$ cat src/rtl/triplet_source_3bit_if.sv
// Triple transmit handshake between the triplet source and the window checker.
// Master drives the triple and its reference flag; slave returns ready.
interface triplet_source_3bit_if;
  logic       valid;
  logic       ready;
  logic [2:0] a_out;
  logic [2:0] b_out;
  logic [2:0] c_out;
  logic       exp_out;

  modport master (
    output valid, a_out, b_out, c_out, exp_out,
    input  ready
  );

  modport slave (
    input  valid, a_out, b_out, c_out, exp_out,
    output ready
  );
endinterface

$ cat src/rtl/triplet_source_3bit.sv
// Sweeps every 3-bit (a,b,c) triple with a two-of-three window reference flag.
// Optional TRIPLET_SRC_LFSR_EN: LFSR index order instead of ascending count.
module triplet_source_3bit #(
  parameter int LO_VAL = 3,
  parameter int HI_VAL = 4,
  parameter int REPEAT = 1
) (
  input  logic                         clk,
  input  logic                         rst,
  input  logic                         start,
  triplet_source_3bit_if.master        tx,
  output logic                         busy,
  output logic                         done,
  output logic [15:0]                  sent_cnt,
  output logic [15:0]                  match_cnt
);

  typedef enum logic [1:0] {
    IDLE = 2'd0,
    RUN  = 2'd1,
    FIN  = 2'd2
  } state_t;

`ifdef TRIPLET_SRC_LFSR_EN
  localparam logic [8:0] FIRST = 9'h001;
  localparam logic [8:0] LAST  = 9'h000;
`else
  localparam logic [8:0] FIRST = 9'h000;
  localparam logic [8:0] LAST  = 9'h1FF;
`endif

  localparam logic [6:0] SW_LAST = 7'(REPEAT - 1);

  state_t     state;
  logic [8:0] idx;
  logic [6:0] sweep;
  logic [8:0] nidx;
  logic [8:0] upd;
  logic       wrap;
  logic       more;
  logic       xfer;

`ifdef TRIPLET_SRC_LFSR_EN
  // 0x100 is the last nonzero state before the seed; 0x000 closes the sweep
  function automatic logic [8:0] next_idx(input logic [8:0] i);
    if (i == 9'h100) return 9'h000;
    return {i[7:0], i[8] ^ i[4]};
  endfunction
`else
  function automatic logic [8:0] next_idx(input logic [8:0] i);
    return i + 9'd1;
  endfunction
`endif

  function automatic logic in_win(input logic [2:0] x);
    return (int'(x) >= LO_VAL) && (int'(x) <= HI_VAL);
  endfunction

  function automatic logic exp_of(input logic [8:0] i);
    logic [1:0] n;
    n = 2'(in_win(i[8:6])) + 2'(in_win(i[5:3]))
      + 2'(in_win(i[2:0]));
    return n >= 2'd2;
  endfunction

  always_comb begin
    nidx = next_idx(idx);
    wrap = (idx == LAST);
    more = (sweep != SW_LAST);
    upd  = wrap ? FIRST : nidx;
    xfer = tx.valid && tx.ready;
  end

  always_ff @(posedge clk) begin
    if (rst) begin
      state      <= IDLE;
      idx        <= 9'h000;
      sweep      <= 7'd0;
      tx.valid   <= 1'b0;
      tx.a_out   <= 3'd0;
      tx.b_out   <= 3'd0;
      tx.c_out   <= 3'd0;
      tx.exp_out <= 1'b0;
      busy       <= 1'b0;
      done       <= 1'b0;
      sent_cnt   <= 16'd0;
      match_cnt  <= 16'd0;
    end else begin
      unique case (state)
        IDLE: begin
          done <= 1'b0;
          if (start) begin
            state      <= RUN;
            idx        <= FIRST;
            sweep      <= 7'd0;
            sent_cnt   <= 16'd0;
            match_cnt  <= 16'd0;
            tx.valid   <= 1'b1;
            busy       <= 1'b1;
            {tx.a_out, tx.b_out, tx.c_out} <= FIRST;
            tx.exp_out <= exp_of(FIRST);
          end
        end
        RUN: begin
          if (xfer) begin
            sent_cnt  <= sent_cnt + 16'd1;
            match_cnt <= match_cnt + 16'(tx.exp_out);
            if (wrap && !more) begin
              state    <= FIN;
              tx.valid <= 1'b0;
              busy     <= 1'b0;
              done     <= 1'b1;
            end else begin
              if (wrap) sweep <= sweep + 7'd1;
              idx        <= upd;
              {tx.a_out, tx.b_out, tx.c_out} <= upd;
              tx.exp_out <= exp_of(upd);
            end
          end
        end
        FIN: begin
          done  <= 1'b0;
          state <= IDLE;
        end
        default: state <= IDLE;
      endcase
    end
  end

endmodule

$ cat src/flat_wrapper.sv
// flat-port wrapper written by rule: the top's interface ports become plain ports
module triplet_source_3bit_flat 
#(
  parameter int LO_VAL = 3,
  parameter int HI_VAL = 4,
  parameter int REPEAT = 1
)
  (clk, rst, start, busy, done, sent_cnt, match_cnt, tx_valid, tx_a_out, tx_b_out, tx_c_out, tx_exp_out, tx_ready);
  triplet_source_3bit_if tx_i ();
  input  logic clk;
  input  logic rst;
  input  logic start;
  output logic busy;
  output logic done;
  output logic [15:0] sent_cnt;
  output logic [15:0] match_cnt;
  output wire logic [$bits(tx_i.valid)-1:0] tx_valid;
  output wire logic [$bits(tx_i.a_out)-1:0] tx_a_out;
  output wire logic [$bits(tx_i.b_out)-1:0] tx_b_out;
  output wire logic [$bits(tx_i.c_out)-1:0] tx_c_out;
  output wire logic [$bits(tx_i.exp_out)-1:0] tx_exp_out;
  input wire logic [$bits(tx_i.ready)-1:0] tx_ready;
  assign tx_valid = tx_i.valid;
  assign tx_a_out = tx_i.a_out;
  assign tx_b_out = tx_i.b_out;
  assign tx_c_out = tx_i.c_out;
  assign tx_exp_out = tx_i.exp_out;
  assign tx_i.ready = tx_ready;
  triplet_source_3bit #(.LO_VAL(LO_VAL), .HI_VAL(HI_VAL), .REPEAT(REPEAT)) u_core (.clk(clk), .rst(rst), .start(start), .tx(tx_i), .busy(busy), .done(done), .sent_cnt(sent_cnt), .match_cnt(match_cnt));
endmodule
$ cat config.mk
export PLATFORM = sky130hd
export DESIGN_NAME = triplet_source_3bit_flat
export DESIGN_NICKNAME = d
export VERILOG_FILES = /design/src/rtl/triplet_source_3bit_if.sv /design/src/rtl/triplet_source_3bit.sv /design/src/flat_wrapper.sv
export SDC_FILE = /design/constraint.sdc
export NUM_CORES = 1
export LEC_CHECK = 0
export CORE_ASPECT_RATIO = 0.75
export CORE_MARGIN = 4
export CORE_UTILIZATION = 52
export DETAILED_ROUTE_END_ITERATION = 8
export MAX_ROUTING_LAYER = met4
export PLACE_DENSITY = 0.8
export RECOVER_POWER = 50
export SLEW_MARGIN = 20
export SYNTH_ARGS = -nofsm -noshare
export SYNTH_HDL_FRONTEND = slang
export SYNTH_SLANG_ARGS = --single-unit
$ cat constraint.sdc
create_clock -name clk -period 2.65 [get_ports clk]
set_input_delay 0.53 -clock clk [delete_from_list [all_inputs] [get_ports clk]]
set_output_delay 0.53 -clock clk [all_outputs]
set_load 0.02 [all_outputs]
Word-level counts from Yosys, hierarchy flattened. Index checks and enable logic that the tools add are counted.

Register bits after elaboration: 62. Input port bits: 4. Word-level logic and storage cells: 89.

Order comparisons: 7. Multiplexer cells: 40. Equality and inequality tests: 8. $add $sub $neg: 6. Reduce and logical (&&, ||, !) cells: 17.

Operators by type and width (count): case mux 16 bit (2 select lines) (2); two-way mux 16 bit (3); two-way mux 9 bit (4); two-way mux 7 bit (4); two-way mux 3 bit (7); case mux 3 bit (2 select lines) (3); case mux 9 bit (2 select lines) (1); adder 16 x 1 -> 16 bit (1); adder 16 x 1 -> 16 bit, second input constant (1); case mux 7 bit (2 select lines) (1); adder 9 x 1 -> 9 bit, second input constant (1); equality test 9 bit, second input constant (1); greater-or-equal comparator 3 x 2 -> 1 bit, second input constant (3); less-or-equal comparator 3 bit, second input constant (3); AND reduction 3 bit (3); two-way mux 1 bit (8); AND reduction 4 bit (2); adder 7 x 1 -> 7 bit, second input constant (1); nonzero test 7 bit (1); two-way mux 2 bit (3); inequality test 2 x 1 -> 1 bit, second input constant (3); case mux 1 bit (2 select lines) (3); logical AND 1 bit (5); AND reduction 5 bit (1); 11 further kinds (13).

Longest topological paths before layout. Gate-level depths: netlist (run 1).

Depth in word-level cells: 10. Gate-level depth with buffers: 14.

Worst setup path after synthesis (run 1). OpenSTA, ideal clock, no wires.

Path kind: register -> register. From: register u_core.idx[0]. To: register u_core.tx.exp_out. Setup slack: 18 ps. Stages on the path, launching flop included: 15. Period minus slack after synthesis: 2632 ps. Buffers on the path: 3. Library setup time: 125 ps. Arrival time: 2506 ps. Cell sequence: dfxtp_1 > ha_1 > buf_2 > nand3_1 > nor2_1 > ha_1 > clkbuf_1 > clkbuf_1 > a21o_1 > o21ba_2 > o21ai_1 > ha_1 > nor2b_1 > a32oi_1 > o21ai_0.

Longest elaborated chain between the ends: 10.

RTL lines: from (decl) (RTL line triplet_source_3bit.sv:35) `logic [8:0] idx;`; from (signal assigned) (RTL line triplet_source_3bit.sv:115) `idx <= upd;`; adder 9 x 1 -> 9 bit / equality test 9 bit (equally long branches) (RTL line triplet_source_3bit.sv:51, triplet_source_3bit.sv:68); two-way mux 9 bit (RTL line triplet_source_3bit.sv:70) `upd = wrap ? FIRST : nidx;`; greater-or-equal comparator 3 x 2 -> 1 bit / less-or-equal comparator 3 bit (equally long branches) (RTL line triplet_source_3bit.sv:56) `return (int'(x) >= LO_VAL) && (int'(x) <= HI_VAL);`; logical AND 1 bit (RTL line triplet_source_3bit.sv:56); adder 1 x 1 -> 2 bit (RTL line triplet_source_3bit.sv:61) `n = 2'(in_win(i[8:6])) + 2'(in_win(i[5:3]))`; adder 2 x 1 -> 2 bit (RTL line triplet_source_3bit.sv:62) `+ 2'(in_win(i[2:0]));`; greater-or-equal comparator 2 bit (RTL line triplet_source_3bit.sv:63) `return n >= 2'd2;`; two-way mux 1 bit (RTL line triplet_source_3bit.sv:108) `if (wrap && !more) begin`; two-way mux 1 bit (RTL line triplet_source_3bit.sv:105) `if (xfer) begin`; case mux 1 bit (2 select lines) (RTL line triplet_source_3bit.sv:89) `unique case (state)`; to (signal assigned) (RTL line triplet_source_3bit.sv:101) `tx.exp_out <= exp_of(FIRST);`; to (signal assigned) (RTL line triplet_source_3bit.sv:117) `tx.exp_out <= exp_of(upd);`; to (decl) (RTL line triplet_source_3bit_if.sv:12) `output valid, a_out, b_out, c_out, exp_out,`.

Parallel ways exist; a longest one is shown, timed or not. The select of a mux whose other input is x is not followed. A chain may end at the register's enable or synchronous reset.

Final worst setup path (run 1).
From: register u_core.idx[1]. To: register u_core.tx.a_out[2].

Longest elaborated chain between the ends: 5.

RTL lines: adder 9 x 1 -> 9 bit / equality test 9 bit (equally long branches) (RTL line triplet_source_3bit.sv:51, triplet_source_3bit.sv:68); two-way mux 9 bit (RTL line triplet_source_3bit.sv:70); two-way mux 3 bit (RTL line triplet_source_3bit.sv:108); two-way mux 3 bit (RTL line triplet_source_3bit.sv:105); case mux 3 bit (2 select lines) (RTL line triplet_source_3bit.sv:89); to (signal assigned) (RTL line triplet_source_3bit.sv:116) `{tx.a_out, tx.b_out, tx.c_out} <= upd;`; to (decl) (RTL line triplet_source_3bit_if.sv:12).

Parallel ways exist; a longest one is shown, timed or not. The select of a mux whose other input is x is not followed.

==> results.py, run 1 <==
metrics = {
    "global_routing": {
        "track_usage": 0.211,
        "grt_pass1_vias": 2337,
        "grt_pass1_wl_mm": 10.8,
        "grt_max_degree": 34,
        "grt_overflow": 0,
        "antenna_found_initial": 0,
    },
    "synthesis": {
        "synth_top_family_by_area": "simple AND/OR/NAND/NOR gates",
        "ys_seq_elements": 53,
        "synthAdderAreaFrac": 0.0427,
        "syn_area_um2": 2640,
        "synth_xor_area_frac": 0.0963,
        "synth_warnings": 0,
        "synth_ff_type": "dfxtp_1",
        "yosysTopAreaCell": "dfxtp_1",
        "synth_top_cell_area_share": 0.402,
        "synthTopCellsByCount": "dfxtp_1 (53), nor2_1 (51), nand2_1 (23), nand3_1 (18)",
        "muxShareOfSynthArea": 0.00759,
        "synth_edf_count": 0,
        "synth_nets": 326,
        "synthSimpleGateAreaFrac": 0.271,
        "synthArstFlopShare": 0,
        "syn_inst": 313,
        "yosysMostFrequentCell": "dfxtp_1",
        "synth-compound-area-share": 0.142,
        "syn_avg_cell_area_um2": 8.43,
        "synth_area_leaders": "dfxtp_1 (40%), nor2_1 (7.3%), xor2_1 (5.0%)",
        "synthDistinctLibCells": 48,
        "ys_seq_area_frac": 0.402,
    },
    "cells_and_area": {
        "fin_nets": 379,
        "drive_gt1_frac": 0.0656,
        "antenna_cells": 0,
        "area_growth_syn_to_layout_pct": 25.5,
        "post-route-util": 0.676,
    },
    "worst_setup_path": {
        "crit_family": "compound AO/OA/AOI/OAI gates",
        "end_kind": "flip-flop",
        "crit_fanout": 7,
        "path_buf_inv": 0,
        "path_cells": "ha_1, nand3_1, nor2_1, ha_1, nand4_1, o21ai_1, a22oi_1, nor2_1",
        "crit_arrival_ps": 2550,
        "cpMaxStageDelayCell": "o21ai_1",
        "critPathKind": "flip-flop to flip-flop",
        "cp.required_ps": 2890,
        "critical_path.max_stage_delay_ps": 540,
        "setup.worst_path.start_class": "flip-flop",
    },
    "cts": {
        "clock_path_buffers": 2,
        "cts.sinks": 53,
        "hold_buffers": 0,
        "htree_levels": 2,
        "tritoncts": "done",
        "numCtsBuffers": 5,
        "cts_resized": 0,
        "cts_setup_buffers": 0,
        "clkSlewWorstSetupHoldPaths_ps": 90,
        "cts-root-buf": "clkbuf_8",
        "insertion_delay_ps": 300,
    },
    "drt": {
        "drt_iter0_drc": 114,
        "route.detailed.drc": 0,
        "drtPass1Iterations": 4,
        "dr.max_layer_used": "met4",
        "drt_wl_total_mm": 6.13,
        "antenna_left": 0,
        "viasPerCell": 5.67,
        "routed-wl-met2_mm": 2.67,
        "via_count": 2414,
        "dr_wl_met3_um": 243,
        "detail_route.wl_per_cell_um": 14.4,
        "wl_met1_mm": 3.12,
    },
    "min_path": {
        "hp-class": "flip-flop to flip-flop",
    },
    "status": {
        "outcome": "completed",
    },
    "sta": {
        "max_slew_margin": 0.633,
        "slew_viol_final": 0,
        "setup_viol": 0,
        "tightest_slew_ps": 550,
        "clock.fmax_ghz": 0.432,
        "rsz0062_at_grt": "false",
        "fin_tns_setup_ps": 0,
        "fin_worst_skew_ps": 6.23,
        "hold_viol": 0,
        "period_share": 0.874,
        "fin_crit_ps": 2320,
    },
    "power": {
        "pwr-share-seq": 0.601,
        "powerDensity_nw_per_um2": 404,
        "power.leakage_nw": 1.28,
        "switchingPower_mw": 0.302,
        "p_clk_frac": 0.337,
        "p_int_mw": 1.03,
        "p_comb_frac": 0.062,
        "swShare": 0.226,
        "worst_ir_drop_vdd_v": 0.000254,
    },
    "floorplan": {
        "die_w_um": 90.3,
        "placementRows": 22,
        "start_util": 0.539,
        "die_h_um": 69.7,
        "dieArea_um2": 6290,
        "io-pin-count": 49,
        "core_um2": 4900,
    },
    "placed_design": {
        "hpwl_mm": 4.52,
        "gp_congestion": 0.833,
        "io_buffers": 48,
    },
    "job": {
        "cap_violations": 0,
    },
}
==> layer usage <==
metal	vias to the layer above	GRT usage
met2	60	0.300
met5	-	-
met4	0	0.0764
met1	1128	0.293
met3	13	0.0477
li1	1213	-
==> stage by stage <==
stage / total power, mW / setup slack (ps) / hold slack [ps] / instances / instance area [um2]
after floorplan: 0.872 / 18.5 / 469 / 313 / 2640
after global placement: 0.904 / 205 / 479 / 419 / 3230
after detailed placement: 0.906 / 178 / 493 / 419 / 3230
after CTS: 1.34 / 382 / 506 / 426 / 3320
after global routing: 1.39 / 86.3 / 522 / 426 / 3310
final: 1.34 / 334 / 502 / 426 / 3310
==> final cells by class <==
| type | count | area (um2) |
|---|---|---|
| inverters | 7 | 26.3 |
| multi-input cells | 238 | 1480 |
| repair buffers | 61 | 587 |
| clock buffers | 7 | 86.3 |
| well taps | 60 | 75.1 |
| fillers | 420 | 1590 |
| flip-flops and latches | 53 | 1060 |
==> kinds of logic after synthesis <==
kind of cell | count (synthesis)
xor+xnor | 29
buf+inv | 22
mux | 2
flops | 53
compound gates | 54
simple gates | 144
fa+ha+maj | 9
==> layout by cell type, fill, tap and decap left out, types with 3 or more instances in the layout <==
cell type / instances
buf_4: 11
or3_1: 8
o21ai_0: 12
nand2_1: 23
dfxtp_1: 53
and4_1: 4
ha_1: 9
nor2_1: 51
nor2b_1: 3
nand3_1: 18
nand4_1: 15
a22oi_1: 4
dlygate4sd3_1: 40
clkbuf_8: 6
xnor2_1: 14
clkdlybuf4s50_1: 8
a21oi_1: 15
and3_1: 5
xor2_1: 15
nor3_1: 8
inv_1: 7
==> power groups by stage <==
stage	combinational [mW]	sequential, mW	clock [mW]
4_1_cts	0.0840	0.804	0.457
5_1_grt	0.0903	0.804	0.493
3_3_place_gp	0.0823	0.822	0
3_5_place_dp	0.0833	0.822	0
6_report	0.0824	0.804	0.450
2_1_floorplan	0.0477	0.824	0
==> sequential cells by signal (all words and copies together) (netlist names) <==
| register | flops |
|---|---|
| u_core.match_cnt | 16 |
| u_core.sweep | 7 |
| u_core.tx.exp_out | 1 |
| u_core.idx | 4 |
| u_core.busy | 1 |
| u_core.tx.b_out | 2 |
| u_core.tx.a_out | 3 |
| u_core.sent_cnt | 16 |
| u_core.state | 2 |
| u_core.done | 1 |
==> worst reg2reg max path, cell delays in order (launching register included) <==
cell	delay, ps
dfxtp_1	400
ha_1	230
nand3_1	100
nor2_1	170
ha_1	250
nand4_1	300
o21ai_1	540
a22oi_1	170
nor2_1	110
==> path summary, 6_finish.rpt <==
kind | start | endpoint | slack, ps | cells past startpoint
worst max register to register | u_core.idx[1] | u_core.tx.a_out[2] | 330 | 8
worst max-delay path | u_core.idx[1] | u_core.tx.a_out[2] | 330 | 8
worst min-delay path | u_core.sent_cnt[12] | u_core.sent_cnt[12] | 500 | 2
worst min register to register | u_core.sent_cnt[12] | u_core.sent_cnt[12] | 500 | 2
Note: power is estimated with default switching activity, not from simulation.
==> inputs of run 2 (changes only) <==
--- a/config.mk
+++ b/config.mk
@@ -12,6 +12,7 @@
 export MAX_ROUTING_LAYER = met4
 export PLACE_DENSITY = 0.8
 export RECOVER_POWER = 50
+export REMOVE_ABC_BUFFERS = 1
 export SLEW_MARGIN = 20
 export SYNTH_ARGS = -nofsm -noshare
 export SYNTH_HDL_FRONTEND = slang
==> constraint.sdc (replaced) <==
create_clock -name clk -period 2.4 [get_ports clk]
set_input_delay 0.48 -clock clk [delete_from_list [all_inputs] [get_ports clk]]
set_output_delay 0.48 -clock clk [all_outputs]
set_load 0.02 [all_outputs]
==> results.py, run 2 (synthesis results as in run 1) <==
metrics = {
    "cts": {
        "tritoncts": "done",
        "clkSlewWorstSetupHoldPaths_ps": 100,
        "cts_setup_buffers": 0,
        "cts-root-buf": "clkbuf_8",
        "hold_buffers": 0,
        "clock_path_buffers": 2,
        "numCtsBuffers": 5,
        "insertion_delay_ps": 310,
        "cts.sinks": 53,
        "htree_levels": 2,
    },
    "global_routing": {
        "grt_pass1_wl_mm": 11.2,
        "track_usage": 0.222,
        "grt_max_degree": 34,
        "grt_overflow": 0,
        "antenna_found_initial": 0,
        "grt_pass1_vias": 2356,
    },
    "power": {
        "power.total_mw": 1.62,
        "worst_ir_drop_vdd_v": 0.000357,
        "pwr-share-seq": 0.547,
        "switchingPower_mw": 0.373,
        "swShare": 0.230,
        "power.leakage_nw": 1.29,
        "p_int_mw": 1.25,
        "p_clk_frac": 0.398,
        "powerDensity_nw_per_um2": 481,
        "p_comb_frac": 0.056,
    },
    "placed_design": {
        "io_buffers": 48,
        "hpwl_mm": 4.69,
        "post_dp_cell_area_um2": 3270,
        "gp_congestion": 0.891,
    },
    "worst_setup_path": {
        "cpMaxStageDelayCell": "dlygate4sd3_1",
        "path_cells": "dlygate4sd3_1, or3b_1, clkbuf_1, nand2_1, buf_2, nor2_1",
        "crit_arrival_ps": 2440,
        "critical_path.max_stage_delay_ps": 530,
        "path_buf_inv": 3,
        "end_kind": "flip-flop",
        "crit_family": "buffers and inverters",
        "cp.required_ps": 2580,
        "crit_fanout": 33,
        "setup.worst_path.start_class": "primary input",
        "critPathKind": "primary input to flip-flop",
    },
    "floorplan": {
        "dieArea_um2": 6290,
        "start_util": 0.539,
        "die_w_um": 90.3,
        "core_um2": 4900,
        "io-pin-count": 49,
        "die_h_um": 69.7,
        "placementRows": 22,
    },
    "sta": {
        "fin_crit_ps": 2260,
        "max_slew_margin": 0.605,
        "period_share": 0.940,
        "clock.fmax_ghz": 0.443,
        "tightest_slew_ps": 593,
        "hold_viol": 0,
        "setup_viol": 0,
        "rsz0062_at_grt": "false",
        "hold_slack_ps": 501,
        "fin_worst_skew_ps": 7.96,
        "slew_viol_final": 0,
    },
    "drt": {
        "drt_wl_total_mm": 6.59,
        "viasPerCell": 5.82,
        "detail_route.wl_per_cell_um": 15.2,
        "drt_iter0_drc": 195,
        "via_count": 2522,
        "antenna_left": 0,
        "route.detailed.drc": 0,
        "drtPass1Iterations": 5,
    },
    "cells_and_area": {
        "post-route-util": 0.689,
        "antenna_cells": 0,
        "drive_gt1_frac": 0.0912,
        "layout_commonest_cell": "dfxtp_1",
        "nFillCells": 406,
        "reg_top3": "u_core.match_cnt (16), u_core.sent_cnt (16), u_core.sweep (7)",
        "area_growth_syn_to_layout_pct": 27.9,
        "final_cell_mix": "dfxtp_1 (52), nor2_1 (51), dlygate4sd3_1 (35), nand2_1 (23), nand3_1 (18)",
        "fin_nets": 385,
        "final_cell_area_um2": 3380,
    },
    "status": {
        "outcome": "completed",
    },
    "job": {
        "cap_violations": 0,
    },
    "min_path": {
        "hp-class": "flip-flop to flip-flop",
    },
}
==> run 2: path summary, 6_finish.rpt <==
path,slack [ps],startpoint,cells after the start,end
worst min register to register,500,u_core.sent_cnt[10],2,u_core.sent_cnt[10]
worst min-delay path,500,u_core.sent_cnt[10],2,u_core.sent_cnt[10]
worst max register to register,190,u_core.idx[1],9,u_core.tx.exp_out
worst max-delay path,140,start,6,u_core.match_cnt[8]
==> run 2: routing by layer <==
layer  up-vias  global-route usage  routed length, um
met5         -                   -                  0
met4         0              0.0662                 76
met3        12              0.0434                346
met2        87               0.318               2950
met1      1202               0.316               3230
li1       1221                   -                  -
==> run 2: worst register-to-register path: stages (launching register included) <==
cell	delay, ps
dfxtp_2	380
ha_1	220
nand2_1	160
or3_1	380
a21o_1	210
o21ba_2	190
o21ai_1	150
ha_1	260
nand4b_1	80
o21ai_0	70
==> run 2: power groups by stage <==
stage                     clock network, mW  registers [mW]  logic (mW)
after floorplan                           0           0.912      0.0395
after global placement                    0           0.908      0.0949
after detailed placement                  0           0.908      0.0956
after CTS                             0.650           0.888      0.0963
after global routing                  0.691           0.889      0.0968
final                                 0.645           0.888      0.0903
==> run 2: metrics by stage <==
step	worst slack, ps	std cells	TNS (ps)
after global routing	38.4	433	0
after CTS	111	433	0
final	144	433	0
after detailed placement	37.8	425	0
after floorplan	-16.1	298	-16.1
after global placement	67.2	425	0
==> run 2: cell type report <==
cell class	count	area [um2]	share of cell area
timing repair buffer	67	609	0.181
multi-input combinational	238	1480	0.439
sequential	53	1060	0.315
tap	60	75.1	0.0222
inverter	7	26.3	0.00778
clock buffer	6	82.6	0.0245
clock inverter	2	37.5	0.0111
==> run 2: repair_timing <==
action / CTS / global route
hold endpoints to repair: 0 / 0
gates resized for setup: 0 / 3
endpoints found under the setup margin: 0 / 8
==> inputs of run 3 (changes only) <==
--- a/config.mk
+++ b/config.mk
@@ -5,10 +5,12 @@
 export SDC_FILE = /design/constraint.sdc
 export NUM_CORES = 1
 export LEC_CHECK = 0
+export ABC_AREA = 1
 export CORE_ASPECT_RATIO = 0.75
 export CORE_MARGIN = 4
-export CORE_UTILIZATION = 52
+export CORE_UTILIZATION = 54
 export DETAILED_ROUTE_END_ITERATION = 8
+export GPL_TIMING_DRIVEN = 0
 export MAX_ROUTING_LAYER = met4
 export PLACE_DENSITY = 0.8
 export RECOVER_POWER = 50
==> constraint.sdc (replaced) <==
create_clock -name clk -period 2.4 [get_ports clk]
set_input_delay 0.48 -clock clk [delete_from_list [all_inputs] [get_ports clk]]
set_output_delay 0.48 -clock clk [all_outputs]
set_load 0.005 [all_outputs]
==> results.py, run 3 <==
metrics = {
    "status": {
        "outcome": "completed",
    },
    "cells_and_area": {
        "final_cell_mix": "nand2_1 (101), dfxtp_1 (51), inv_1 (48), dlygate4sd3_1 (43), nor2_1 (42)",
        "nFillCells": 497,
        "antenna_cells": 0,
        "multiInputGateArea_um2": 1760,
        "fin_nets": 497,
        "register_area_um2": 1070,
        "post-route-util": 0.690,
        "area_growth_syn_to_layout_pct": 22.4,
        "layout_commonest_cell": "nand2_1",
        "reg_top3": "u_core.match_cnt (16), u_core.sent_cnt (16), u_core.sweep (7)",
        "drive_gt1_frac": 0.107,
    },
    "power": {
        "powerDensity_nw_per_um2": 426,
        "power.total_mw": 1.59,
        "worst_ir_drop_vdd_v": 0.000282,
        "p_int_mw": 1.14,
        "pwr-share-seq": 0.565,
        "switchingPower_mw": 0.446,
        "p_clk_frac": 0.341,
        "swShare": 0.281,
        "power.leakage_nw": 1.48,
        "p_comb_frac": 0.094,
    },
    "synthesis": {
        "synth_edf_count": 0,
        "synthArstFlopShare": 0,
        "ys_seq_elements": 53,
        "yosysTopAreaCell": "dfxtp_1",
        "syn_avg_cell_area_um2": 6.98,
        "synth_warnings": 0,
        "synth_ff_type": "dfxtp_1",
        "syn_inst": 437,
        "synthDistinctLibCells": 40,
        "syn_area_um2": 3050,
        "yosysMostFrequentCell": "nand2_1",
        "synth_top_cell_area_share": 0.348,
        "synth_area_leaders": "dfxtp_1 (35%), nand2_1 (12%), a21oi_1 (6.7%)",
        "ys_seq_area_frac": 0.348,
        "synthTopCellsByCount": "nand2_1 (101), dfxtp_1 (53), inv_1 (48), nor2_1 (44), a21oi_1 (41)",
    },
    "sta": {
        "max_slew_margin": 0.472,
        "fin_worst_skew_ps": 11.6,
        "period_share": 0.938,
        "tightest_slew_ps": 790,
        "fin_crit_ps": 2250,
        "slew_viol_final": 0,
        "setup_viol": 0,
        "clock.fmax_ghz": 0.444,
        "hold_viol": 0,
    },
    "global_routing": {
        "grt_overflow": 0,
        "grt_max_degree": 34,
        "grt_pass1_wl_mm": 12.4,
        "antenna_found_initial": 0,
        "grt_pass1_vias": 2836,
        "track_usage": 0.227,
    },
    "drt": {
        "detail_route.wl_per_cell_um": 13.3,
        "via_count": 3123,
        "route.detailed.drc": 0,
        "viasPerCell": 5.58,
        "drt_iter0_drc": 196,
        "drtPass1Iterations": 4,
        "drt_wl_total_mm": 7.44,
        "antenna_left": 0,
    },
    "cts": {
        "numCtsBuffers": 5,
        "insertion_delay_ps": 320,
        "cts-root-buf": "clkbuf_8",
        "cts.sinks": 53,
        "tritoncts": "done",
        "clock_path_buffers": 2,
        "htree_levels": 2,
        "hold_buffers": 0,
        "clkSlewWorstSetupHoldPaths_ps": 100,
    },
    "worst_setup_path": {
        "cp.required_ps": 2580,
        "end_kind": "flip-flop",
        "crit_fanout": 3,
        "critPathKind": "flip-flop to flip-flop",
        "reg2reg_depth": 14,
        "crit_arrival_ps": 2430,
        "setup.worst_path.start_class": "flip-flop",
    },
    "floorplan": {
        "die_h_um": 73.1,
        "dieArea_um2": 6930,
        "placementRows": 23,
        "die_w_um": 94.8,
        "io-pin-count": 49,
        "core_um2": 5410,
        "start_util": 0.564,
    },
    "placed_design": {
        "hpwl_mm": 5.32,
        "io_buffers": 48,
        "gp_congestion": 0.867,
    },
    "min_path": {
        "holdPathStages": 2,
        "hp-class": "flip-flop to flip-flop",
    },
    "job": {
        "cap_violations": 0,
    },
}
run 3: cell count changes after synthesis, sizes merged, moves of 5 or more:
cell / previous run / this run
nand2: 23 / 106
xnor2: 14 / 1
a21oi: 15 / 41
nand4: 15 / 20
or3: 8 / 1
nand3: 18 / 32
inv: 7 / 51
and3: 6 / 0
nor3: 8 / 14
xor2: 15 / 5
run 3: final cells by class:
class,count,area share
Multi-Input combinational cell,320,0.473
Clock buffer,5,0.0184
Clock inverter,3,0.00704
Inverter,51,0.0533
Timing Repair Buffer,53,0.137
Sequential cell,53,0.286
Tap cell,75,0.0251
run 3: timing repair:
item	CTS	global route
buffers inserted	1	4
pin swaps	1	3
setup endpoints to repair	19	17
gates resized for setup	9	7
run 3: power groups by stage:
stage | Sequential (mW) | Clock, mW | Combinational [mW]
6_report | 0.897 | 0.542 | 0.149
5_1_grt | 0.898 | 0.582 | 0.164
4_1_cts | 0.899 | 0.546 | 0.145
3_5_place_dp | 0.919 | 0 | 0.144
3_3_place_gp | 0.918 | 0 | 0.142
2_1_floorplan | 0.917 | 0 | 0.0901
run 3: path summary, 6_finish.rpt:
check | from | slack [ps] | end
worst max-delay path | u_core.idx[0] | 150 | u_core.tx.exp_out
worst min-delay path | u_core.match_cnt[14] | 480 | u_core.match_cnt[14]
worst max register to register | u_core.idx[0] | 150 | u_core.tx.exp_out
worst min register to register | u_core.match_cnt[14] | 480 | u_core.match_cnt[14]
run 3: cells by family (layout without fill, tap and decap cells):
| logic type | Yosys count | after routing | synth area share |
|---|---|---|---|
| AOI/OAI and AO/OA | 75 | 75 | 0.142 |
| xor gates and xnor gates | 6 | 6 | 0.0172 |
| adders and majority gates | 9 | 9 | 0.0369 |
| buffers and inverters | 64 | 112 | 0.0902 |
| DFF | 53 | 53 | 0.348 |
| and+or+nand+nor | 230 | 230 | 0.365 |
run 3: layer usage:
layer / global-route usage / vias to the layer above / part of all wire
met5: - / - / 0
met4: 0.0656 / 0 / 0.014
met3: 0.0392 / 12 / 0.049
met2: 0.376 / 84 / 0.48
met1: 0.286 / 1469 / 0.46
li1: - / 1558 / -
run 3: worst max-delay path: stages (launching register included):
cell	delay, ps
dfxtp_4	370
ha_4	160
nand2_1	100
nor2_2	60
nand3_2	100
nor2_4	50
ha_4	180
nor3_1	340
o211ai_1	160
o21ai_0	120
ha_1	260
nand3_1	80
nand2_1	50
nand2_1	50
a21oi_1	50
run 3: stage by stage:
step           instances  cell area [um2]  hold slack (ps)  TNS, ps  worst slack, ps
2_1_floorplan        424             2970              448        0              186
3_3_place_gp         547             3540              463    -7020             -429
3_5_place_dp         547             3540              469    -1660             -199
4_1_cts              556             3670              484        0             23.0
5_1_grt              560             3730              505    -36.4            -33.8
6_report             560             3730              477        0              149
